[src/rtl/rgb_fade_sequencer.sv]
// ---------------------------------------------------------------------------
// rgb_fade_sequencer
//
// Purpose:
//   Cycles an RGB LED through a 4-entry colour palette. The current duties
//   fade one step at a time toward the target colour. Once all three channels
//   match, the colour is held for a fixed number of step ticks. The sequencer
//   then advances to the next palette entry. Each channel is driven by a
//   6-bit PWM that compares its duty against a shared free-running counter.
//
// Parameters:
//   DIV   clk cycles per fade step tick (2..65535)
//   HOLD  step ticks a colour is held after arrival (1..65535)
//
// Ports:
//   clk      sole clock, rising edge
//   reset    synchronous, active-high reset
//   enable   1 = run the sequence, 0 = freeze it (duties retained)
//   wr_en    palette write strobe, one entry per cycle, accepted in any state
//   wr_addr  palette entry index 0..3
//   wr_data  colour {R[17:12], G[11:6], B[5:0]}
//   LEDG     registered PWM drive: bit0 = R, bit1 = G, bit2 = B
//   seq_idx  palette index of the current target colour
//   arrived  one-cycle pulse when all three duties reach the target
// ---------------------------------------------------------------------------
module rgb_fade_sequencer #(
   parameter int DIV  = 256,
   parameter int HOLD = 64
) (
   input  logic        clk,
   input  logic        reset,
   input  logic        enable,
   input  logic        wr_en,
   input  logic [1:0]  wr_addr,
   input  logic [17:0] wr_data,
   output logic [2:0]  LEDG,
   output logic [1:0]  seq_idx,
   output logic        arrived
);

   localparam logic [1:0] S_IDLE = 2'd0;
   localparam logic [1:0] S_LOAD = 2'd1;
   localparam logic [1:0] S_FADE = 2'd2;
   localparam logic [1:0] S_HOLD = 2'd3;

   localparam logic [15:0] DIV_LAST  = 16'(DIV - 1);
   localparam logic [15:0] HOLD_LAST = 16'(HOLD - 1);

   logic [1:0]  state;
   logic [17:0] palette [4];
   logic [17:0] target;
   logic [5:0]  duty_r;
   logic [5:0]  duty_g;
   logic [5:0]  duty_b;
   logic [5:0]  pwm_cnt;
   logic [15:0] div_cnt;
   logic [15:0] hold_cnt;

   logic [5:0]  tgt_r;
   logic [5:0]  tgt_g;
   logic [5:0]  tgt_b;
   logic        at_target;
   logic        step_tick;

   assign tgt_r = target[17:12];
   assign tgt_g = target[11:6];
   assign tgt_b = target[5:0];

   assign at_target = (duty_r == tgt_r) && (duty_g == tgt_g) && (duty_b == tgt_b);
   assign step_tick = (div_cnt == DIV_LAST);

   // Moves a duty one step toward its goal. The duty is always bounded by a
   // 6-bit goal, so it can never wrap past 0 or 63.
   function automatic logic [5:0] approach(input logic [5:0] cur, input logic [5:0] goal);
      logic [5:0] nxt;
      nxt = cur;
      if (cur < goal) begin
         nxt = cur + 6'd1;
      end else if (cur > goal) begin
         nxt = cur - 6'd1;
      end
      return nxt;
   endfunction

   // ------------------------------------------------------------------------
   // PWM: the counter runs in every state. LEDG is registered, so it follows
   // duty/pwm_cnt with one cycle of latency.
   // ------------------------------------------------------------------------
   always_ff @(posedge clk) begin
      // NOTE: sequential state uses non-blocking assignments so every register
      // samples the pre-edge values of the others, independent of block order.
      if (reset) begin
         pwm_cnt <= 6'd0;
         LEDG    <= 3'b000;
      end else begin
         pwm_cnt <= pwm_cnt + 6'd1;
         LEDG    <= {duty_b > pwm_cnt, duty_g > pwm_cnt, duty_r > pwm_cnt};
      end
   end

   // ------------------------------------------------------------------------
   // Palette: writes land at the edge where wr_en is high, in any state.
   // LOAD reads the pre-edge contents, so a same-cycle write to the entry
   // being loaded only shows up on the next visit.
   // ------------------------------------------------------------------------
   always_ff @(posedge clk) begin
      if (reset) begin
         // NOTE: this small register-based palette is cleared on reset because
         // a freshly reset sequencer must fade toward black, not toward garbage.
         for (int i = 0; i < 4; i++) begin
            palette[i] <= 18'd0;
         end
      end else if (wr_en) begin
         palette[wr_addr] <= wr_data;
      end
   end

   // ------------------------------------------------------------------------
   // Sequencer FSM
   // ------------------------------------------------------------------------
   always_ff @(posedge clk) begin
      if (reset) begin
         state    <= S_IDLE;
         target   <= 18'd0;
         duty_r   <= 6'd0;
         duty_g   <= 6'd0;
         duty_b   <= 6'd0;
         div_cnt  <= 16'd0;
         hold_cnt <= 16'd0;
         seq_idx  <= 2'd0;
         arrived  <= 1'b0;
      end else begin
         arrived <= 1'b0;

         case (state)
            S_IDLE: begin
               div_cnt  <= 16'd0;
               hold_cnt <= 16'd0;
               if (enable) begin
                  state <= S_LOAD;
               end
            end

            S_LOAD: begin
               div_cnt  <= 16'd0;
               hold_cnt <= 16'd0;
               if (!enable) begin
                  state <= S_IDLE;
               end else begin
                  target <= palette[seq_idx];
                  state  <= S_FADE;
               end
            end

            S_FADE: begin
               if (!enable) begin
                  // Freeze: duties, target and seq_idx are kept as they are.
                  state    <= S_IDLE;
                  div_cnt  <= 16'd0;
                  hold_cnt <= 16'd0;
               end else if (at_target) begin
                  // Checked every cycle. A target equal to the current duties
                  // therefore passes straight through. The divider restarts so
                  // that HOLD always lasts exactly HOLD*DIV cycles.
                  arrived  <= 1'b1;
                  state    <= S_HOLD;
                  div_cnt  <= 16'd0;
                  hold_cnt <= 16'd0;
               end else if (step_tick) begin
                  div_cnt <= 16'd0;
                  duty_r  <= approach(duty_r, tgt_r);
                  duty_g  <= approach(duty_g, tgt_g);
                  duty_b  <= approach(duty_b, tgt_b);
               end else begin
                  div_cnt <= div_cnt + 16'd1;
               end
            end

            S_HOLD: begin
               if (!enable) begin
                  state    <= S_IDLE;
                  div_cnt  <= 16'd0;
                  hold_cnt <= 16'd0;
               end else if (step_tick) begin
                  div_cnt <= 16'd0;
                  if (hold_cnt == HOLD_LAST) begin
                     hold_cnt <= 16'd0;
                     seq_idx  <= seq_idx + 2'd1;
                     state    <= S_LOAD;
                  end else begin
                     hold_cnt <= hold_cnt + 16'd1;
                  end
               end else begin
                  div_cnt <= div_cnt + 16'd1;
               end
            end

            // NOTE: the default arm is kept even though all four encodings are
            // covered, so the case stays complete if the state width ever grows.
            default: begin
               state <= S_IDLE;
            end
         endcase
      end
   end

endmodule
[config.mk]
export PLATFORM = sky130hd
export DESIGN_NAME = rgb_fade_sequencer
export DESIGN_NICKNAME = d
export VERILOG_FILES = /design/src/rtl/rgb_fade_sequencer.sv
export SDC_FILE = /design/constraint.sdc
export NUM_CORES = 1
export LEC_CHECK = 0
export ABC_AREA = 0
export CAP_MARGIN = 25
export CORE_MARGIN = 10
export CORE_UTILIZATION = 55
export CTS_CLUSTER_SIZE = 20
export DETAILED_ROUTE_END_ITERATION = 10
export GPL_TIMING_DRIVEN = 1
export MAX_ROUTING_LAYER = met4
export PLACE_DENSITY = 0.83
export SETUP_SLACK_MARGIN = 0.2
export SLEW_MARGIN = 20
export SYNTH_ARGS = -nofsm -noshare
export SYNTH_HDL_FRONTEND = slang
export SYNTH_SLANG_ARGS = --single-unit
[constraint.sdc]
create_clock -name clk -period 3.1 [get_ports clk]
set_input_delay 0.62 -clock clk [delete_from_list [all_inputs] [get_ports clk]]
set_output_delay 0.62 -clock clk [all_outputs]
set_load 0.01 [all_outputs]
* After elaboration in Yosys (flattened, before gate mapping)
Memories as Yosys holds them, arrays and structs flattened. A register that Yosys moved wholly into a read port is not among the register bits.
Index checks and enable logic that the tools add are counted.
** Operators by class
- Magnitude comparators :: 9
- Bitwise logic cells :: 3
- Add/sub/neg operators :: 10
- Equality and inequality tests :: 12
- Muxes and demuxes :: 34
- Reduce and logical (&&, ||, !) cells :: 16
** Operators with widths (number)
- 16-bit two-way mux :: 9
- 16-bit case mux with 3 select lines :: 2
- 6-bit > comparator :: 6
- 6-bit two-way mux :: 6
- 16-bit by 1-bit adder with 16-bit output, second input constant :: 2
- 6-bit by 1-bit adder with 6-bit output, second input constant :: 4
- 6-bit == test :: 3
- 6-bit < comparator :: 3
- 18-bit two-way mux :: 1
- 18-bit OR reduction :: 1
- 6-bit by 1-bit subtractor with 6-bit output, second input constant :: 3
- 16-bit by 6-bit == test with 1-bit output, second input constant :: 1
- 16-bit by 8-bit == test with 1-bit output, second input constant :: 1
- 2-bit two-way mux :: 8
- 5-bit AND reduction :: 3
- 3-bit inequality test, second input constant :: 3
- 2-bit case mux with 4 select lines :: 1
- 4-bit AND reduction :: 2
- 1-bit two-way mux :: 7
- 2-bit nonzero test :: 3
- 2-bit == test, second input constant :: 2
- 2-bit AND reduction :: 2
- 1-bit inverter :: 3
- 3-bit OR reduction :: 1
- other kinds (6) :: 7
** Storage, ports and cells
- Bits in registers :: 64
- Input port bits :: 24
- Output and inout bits :: 6
- Memories :: 1
- Memory bits (writable) :: 72
- Word-level logic and storage cells :: 95
** Memories
- palette :: depth 4, bits a word 18, rd ports 1, clocked after memory_dff 1, write ports 4, line 50 : logic [17:0] palette [4];

* Logic depth before layout (Yosys ltp)
Gate-level depths: netlist of run 1.
- Depth in word-level cells :: 6
- Mapped depth :: 13
- Mapped depth without buffers :: 13

* Worst setup path before layout of run 1
Ideal clock, no wire load.
- Path kind :: register to register
- Start point :: register target[4], read port of palette
- End point :: register duty_b[5]
- Period minus slack after synthesis :: 2994 ps
- Cell stages (with the launch flop) :: 14
- Path buffers :: 0
- Path slack :: 106 ps
- Required time :: 3041 ps
- Setup time :: 59 ps
- Data arrival time :: 2935 ps
- Cells stage by stage :: dfxtp_1 inv_1 ha_1 a21oi_1 nand2_1 a211oi_1 inv_1 ha_1 a21oi_1 nand2_1 a31oi_1 xnor2_1 or4_1 nand2_1
** Between the ends
- Cells in the longest elaborated chain, start to end :: 4
- Elaborated cells between the ends (all ways) :: 8
- Classes of those cells :: order compare (2); eq/ne (1); mux (1); bitwise (1); reduce/logical (3)
** Ends and longest elaborated chain
- from (decl) :: line 51 : logic [17:0] target;
- parallel branches: the longest is 4 deep, another holds 6-bit < comparator
- to (signal assigned) :: line 173 : duty_b <= approach(duty_b, tgt_b);
- to (decl) :: line 54 : logic [5:0] duty_b;
Several ways; the timed one is not identified.
A chain may end at the register's enable or synchronous reset.

* Final worst setup path of run 1
- Start point :: register target[17], read port of palette
- End point :: register hold_cnt[8]
** Between the ends
- Cells in the longest elaborated chain, start to end :: 5
** Ends and longest elaborated chain
- 6-bit == test :: line 69 : assign at_target = (duty_r == tgt_r) && (duty_g == tgt_g) && (duty_b == tgt_b);
- 1-bit logical AND (2 in series) :: line 69
- 3-bit inequality test (no source line)
- 2-bit AND reduction (no source line)
- to (signal assigned) :: line 191 : hold_cnt <= hold_cnt + 16'd1;
- to (decl) :: line 57 : logic [15:0] hold_cnt;
No other way between the ends.

==> metrics.txt, run 1 <==
status=finished clean; Post-synth top flop=dfxtp_1; Die W=139 µm; internal power=0.00359 W; CP arrival=3170 ps; Area Overhead vs Synth=17.8%; leakage power=3.47 nW; DIE AREA=19200 µm²; FMAX=350 MHz; relative slew slack=0.435; Syn Area/Cell=between 10 and 15 µm²; post-DR wirelength/cell=17.5 µm; dominant cell type by area after synthesis=edfxtp_1; critical path launch point type=flop; min Tclk post-route=2850 ps; CTS Buf Count=17; Yosys reg bits=154; CTS Root Cell=clkbuf_16; Peak VDD IR=0.472 mV; initial cell density of the core=0.561; Worst Tran Pin Value=842 ps; sequential power share=0.481; Net Switching=between 0.001 and 0.0015 W; Total Power=0.00467 W; Skew-Pair Late Insertion Delay=430 ps; Initial DRC Count=499; pin count of the biggest net entering global routing=53; Netlist cell types=49; final core utilization=0.661; Via density=~5.8; CTS tree=built; Crit Path Max Fanout=8; Antenna Cells=0; num ports=30; layout cells sized above 1=0.150; MaxCap Viol Count=0; router iterations before antenna repair=5; final setup vio count=0; Clock Tree Buf Depth=2; met2 GRT Util=0.302; Slew Limit Fails=0; HPWL Detailed=11400 µm; vias in the first global route=5680; fin crit share=0.921; post-synthesis cell area=7750 µm²; first-pass GRT wire length=27600 µm; initial antenna violation count=0; post-route cell area=9140 µm²; Synth top area share=0.279; Post-DRT Antenna Nets=0; final net count=855; critical path data required time=around 3400 ps; synthesized net count=806; Hold Crit Class=flop to flop; Switching Fraction=0.232; pwr dens=between 500 and 600 nW/µm²; GP Congestion=around 0.91; DRC=0; vias=5580; Setup CP Type=flop to flop; Clk pwr share=0.435; crit end category=flop; GR Util met1=0.200; Logic pwr share=0.084; placed cell area=8340 µm²; setup_tns=0 ps; final wirelength=16900 µm; Reg clk slew, reported paths=60 ps; EDFF count, synth=72; Global Route Usage Sum=0.177; clk sinks=154; cells taking the most area after synthesis=edfxtp_1 (28%), dfxtp_1 (21%), ha_1 (8.4%), and2_1 (6.2%), mux4_2 (5.2%); Top Usage Layer GRT=met2; worst setup margin=245 ps; GRT met3 Usage=0.0377; ys async rst share=0; Place WS=-10.9 ps; IO buf count=29; warnings from Yosys=0; Rows=43; Mapped Cells=between 700 and 800; gr ovfl total=0; H-tree depth=4; Placeable Area=13800 µm²; Final Skew=12.2 ps; Die Span Y=139 µm; Seq/Total Area, Yosys=0.491; final count of hold timing violations=0; RSZ-0062 raised after global routing=yes
[cell families after synthesis]
logic type,Yosys count,synth area share
XOR/XNOR,44,0.0497
flip-flops,154,0.491
adder cells (fa/ha/maj),55,0.0917
AND/OR/NAND/NOR,292,0.198
buffers and inverters,61,0.0300
multiplexers,29,0.0665
AO/OA/AOI/OAI,92,0.0737
[metrics by stage]
step	std cells	hold WS (ps)
final	969	455
after global placement	932	443
after global routing	969	476
after CTS	967	458
after floorplan	727	436
after detailed placement	933	449
[sequential cells by signal, summed over array words and instances (netlist names)]
register / cells
arrived: 1
pwm_cnt: 6
state: 2
duty_b: 6
target: 18
div_cnt: 16
LEDG: 3
seq_idx: 2
hold_cnt: 16
palette: 72
duty_r: 6
duty_g: 6
[repair_timing]
action                                  CTS  global route
cloned                                    0             0
resized for setup                         5            28
endpoints found under the setup margin    2             3
pin swaps                                 3            10
hold buffers                              0             0
setup buffers                             2             2
[per-layer routing]
layer	wire [µm]	vias to the layer above
li1	-	2684
met1	7250	2710
met2	8770	158
met3	682	28
met4	233	0
met5	0	-
[placed cells by master (no fill, tap or decap), types with 5 or more instances in the layout]
cell type and count:
and2_1 77, dfxtp_1 73, edfxtp_1 72, nand2_1 68, nor2_1 59, ha_1 43, a21oi_1 41, inv_1 33
xnor2_1 28, clkdlybuf4s50_1 28, nand3_1 25, buf_4 25, mux4_2 18, clkbuf_16 17, xor2_1 15, o21ai_0 13
mux2i_1 11, nand4_1 10, nor4_1 10, a21o_1 10, ha_4 9, dfxtp_2 9, and3_1 6, a21oi_2 5
or4_1 5, clkinvlp_4 5
[power groups by stage]
stage | sequential [W] | combinational (W) | clock (W)
2_1_floorplan | 0.00228 | 0.000224 | 0
3_3_place_gp | 0.00228 | 0.000329 | 0
3_5_place_dp | 0.00229 | 0.000344 | 0
4_1_cts | 0.00225 | 0.000359 | 0.00205
5_1_grt | 0.00226 | 0.000427 | 0.00213
6_report | 0.00225 | 0.000392 | 0.00203
[synthesized netlist by cell type (3+ instances only)]
cell	n
a211oi_1	5
a21o_1	10
a21oi_1	45
and2_1	77
and3_1	6
and4_1	4
buf_1	3
clkbuf_1	19
dfxtp_1	82
edfxtp_1	72
fa_1	3
ha_1	52
inv_1	36
mux2i_1	11
mux4_2	18
nand2_1	69
nand2b_1	3
nand3_1	25
nand4_1	10
nand4b_1	3
nor2_1	59
nor2b_1	4
nor3_1	4
nor4_1	10
o211ai_1	4
o21ai_0	14
o31ai_2	3
or2_2	3
or4_1	5
xnor2_1	29
xor2_1	15
[worst max-delay path, cell delays in order, from the launching register on]
cell	delay (ps)
dfxtp_1	330
inv_1	50
ha_1	330
nand4_1	160
buf_4	180
nor4_4	430
a21oi_2	120
or2_0	250
o21ai_0	520
buf_2	310
nor2_1	80
[worst paths after layout]
check	to	cells after the start	from	slack [ps]
max	hold_cnt[8]$_SDFFE_PP0P_	10	target[17]$_SDFFE_PP0P_	250
min	target[4]$_SDFFE_PP0P_	2	target[4]$_SDFFE_PP0P_	450
max reg2reg	hold_cnt[8]$_SDFFE_PP0P_	10	target[17]$_SDFFE_PP0P_	250
min reg2reg	target[4]$_SDFFE_PP0P_	2	target[4]$_SDFFE_PP0P_	450
[layout make-up]
class                      instances  area, µm²
tap                              180        225
timing repair buffer              55        478
fill                             964       4690
clock buffer                      18        429
inverter                          36        138
clock inverter                    14        149
multi-input combinational        512       3900
sequential                       154       3810
(Power assumes the default switching activity.)
==> run 2: changes to the inputs <==
Settings changed: REMOVE_ABC_BUFFERS from default to 1.
==> run 2 against run 1 <==
  * Register-to-register slack hardly changed
  * Sequential share of layout area is 0.19 points lower
  * Count of clock-buffer cells in the layout is 1 higher
  * Via count is 1.7% higher
  * Clock power is 12% higher
  * Largest power group is now the clock network
==> metrics.txt, run 2 (same netlist as run 1, synthesis figures left out) <==
Multi-input gate area=3840 µm² (was 3900 µm²); Post-DRT Antenna Nets=0 (unchanged); min Tclk post-route=2850 ps (about the same); Die W=139 µm (unchanged); FMAX=351 MHz (was 350 MHz); router iterations before antenna repair=5 (unchanged); DRC=0 (unchanged); Final Skew=6.46 ps (was 12.2 ps); Global Route Usage Sum=0.184 (was 0.177); first-pass GRT wire length=28500 µm (was 27600 µm); post-DR wirelength/cell=18.1 µm (was 17.5 µm); most frequent cells in the layout=and2_1 (77), edfxtp_1 (72), dfxtp_1 (71) (was and2_1 (77), dfxtp_1 (73), edfxtp_1 (72)); max incr delay on CP=470 ps (was 520 ps); Peak VDD IR=0.464 mV (was 0.472 mV); layout cells sized above 1=0.154 (was 0.150); CTS tree=built (unchanged); Total Power=0.00492 W (was 0.00467 W); CP Buf/Inv Count=1 (was 3); final setup vio count=0 (unchanged); status=finished clean (unchanged); critical path launch point type=flop (unchanged); Reg clk slew, reported paths=60 ps (about the same); CTS Buf Count=17 (unchanged); Slowest cell on crit path=or4_1 (was o21ai_0); initial cell density of the core=0.561 (unchanged); MaxCap Viol Count=0 (unchanged); fin crit share=0.919 (was 0.921); Hold Crit Class=flop to flop (unchanged); CP arrival=3220 ps (was 3170 ps); final-layout fill cell count=945 (was 964); FF-to-FF setup slack=250 ps (about the same); Skew-Pair Late Insertion Delay=430 ps (about the same); leakage power=3.53 nW (was 3.47 nW); Via density=5.83 (was 5.76); Clock Tree Buf Depth=2 (unchanged); Biggest register=palette (unchanged); Worst Tran Pin Value=763 ps (was 842 ps); Rows=43 (unchanged); gr ovfl total=0 (unchanged); most numerous cell on the critical path=a211oi_2; Regs by FF count=palette (72), target (18) (unchanged); CTS Root Cell=clkbuf_16 (unchanged); vias in the first global route=5725 (was 5680); initial antenna violation count=0 (unchanged); max reg flops=72 (unchanged); Setup CP Type=flop to flop (unchanged); crit end category=flop (unchanged); Crit Path Max Fanout=4 (was 8); RSZ-0062 raised after global routing=yes (unchanged); Initial DRC Count=469 (was 499); vias=5673 (was 5580); setup_tns=0 ps (unchanged); DIE AREA=19200 µm² (unchanged); num ports=30 (unchanged); IO buf count=29 (unchanged); commonest non-fill, non-tap cell in the layout=and2_1 (unchanged); pwr dens=536 nW/µm² (was 511 nW/µm²); crit path cell chain=ha_4 -> nand4_1 -> a21oi_1 -> a211oi_2 -> inv_2 -> ha_1 -> a211oi_2 -> o21bai_1 -> a21oi_2 -> xnor2_1 -> or4_1 -> nand2_1 (was inv_1 -> ha_1 -> nand4_1 -> buf_4 -> nor4_4 -> a21oi_2 -> or2_0 -> o21ai_0 -> buf_2 -> nor2_1); final net count=859 (was 855); CP delay by family, top=compound AO/OA/AOI/OAI gates (was simple AND/OR/NAND/NOR gates); Placeable Area=13800 µm² (unchanged); relative slew slack=0.489 (was 0.435); Die Span Y=139 µm (unchanged); GP Congestion=0.807 (was 0.906); critical path data required time=3470 ps (was 3410 ps); H-tree depth=4 (unchanged); pin count of the biggest net entering global routing=38 (was 53); Antenna Cells=0 (unchanged); Area Overhead vs Synth=18.5% (was 17.8%); final wirelength=17600 µm (was 16900 µm); final count of hold timing violations=0 (unchanged); HPWL Detailed=11500 µm (was 11400 µm); clk sinks=154 (unchanged); register area=3820 µm² (was 3810 µm²); Slew Limit Fails=0 (unchanged)
[run 2: layer usage]
metal,part of all wire,vias up,GRT usage
met5,0,-,-
met4,0.029,0,0.0697
met1,0.42,2753,0.211
met2,0.51,195,0.312
met3,0.048,51,0.0377
li1,-,2674,-
[run 2: worst reg2reg max path, stage by stage (launching register included)]
cell and delay [ps]:
dfxtp_1 440, ha_4 250, nand4_1 150, a21oi_1 70
a211oi_2 270, inv_2 100, ha_1 320, a211oi_2 210
o21bai_1 110, a21oi_2 190, xnor2_1 120, or4_1 470
nand2_1 90
[run 2: layout make-up]
cell class                 count  area share
inverter                      36      0.0147
timing repair buffer          59      0.0560
clock buffer                  19      0.0505
tap                          180      0.0245
clock inverter                13      0.0202
multi-input combinational    512       0.418
sequential                   154       0.416
[run 2: metrics by stage]
step / hold WS (ps) / cells / utilization / cell area [µm²] / setup WS, ps
floorplan: 430 / 702 / - / 7660 / 106
global placement: 446 / 932 / 0.602 / 8320 / 269
detailed placement: 450 / 934 / 0.603 / 8340 / 47.9
CTS: 458 / 970 / 0.653 / 9030 / 186
global route: 477 / 973 / 0.664 / 9190 / 132
finish: 461 / 973 / 0.664 / 9190 / 252
[run 2: worst paths after layout]
path | startpoint | endpoint | depth (start not counted)
min | target[1]$_SDFFE_PP0P_ | target[1]$_SDFFE_PP0P_ | 2
min reg2reg | target[1]$_SDFFE_PP0P_ | target[1]$_SDFFE_PP0P_ | 2
max reg2reg | duty_g[5]$_SDFFE_PP0P_ | duty_g[5]$_SDFFE_PP0P_ | 12
max | duty_g[5]$_SDFFE_PP0P_ | duty_g[5]$_SDFFE_PP0P_ | 12
[run 2: repair_timing]
action / in CTS / in global routing
endpoints found under the setup margin: 3 / 4
pin swaps: 3 / 7
gates resized for setup: 5 / 27
hold buffers: 0 / 0
buffers inserted: 4 / 3
[run 2: power by group]
group / total, W / switching [W] / internal (W)
logic: 0.000400 / 0.000214 / 0.000186
clock network: 0.00227 / 0.000851 / 0.00142
registers: 0.00225 / 0.0000310 / 0.00222
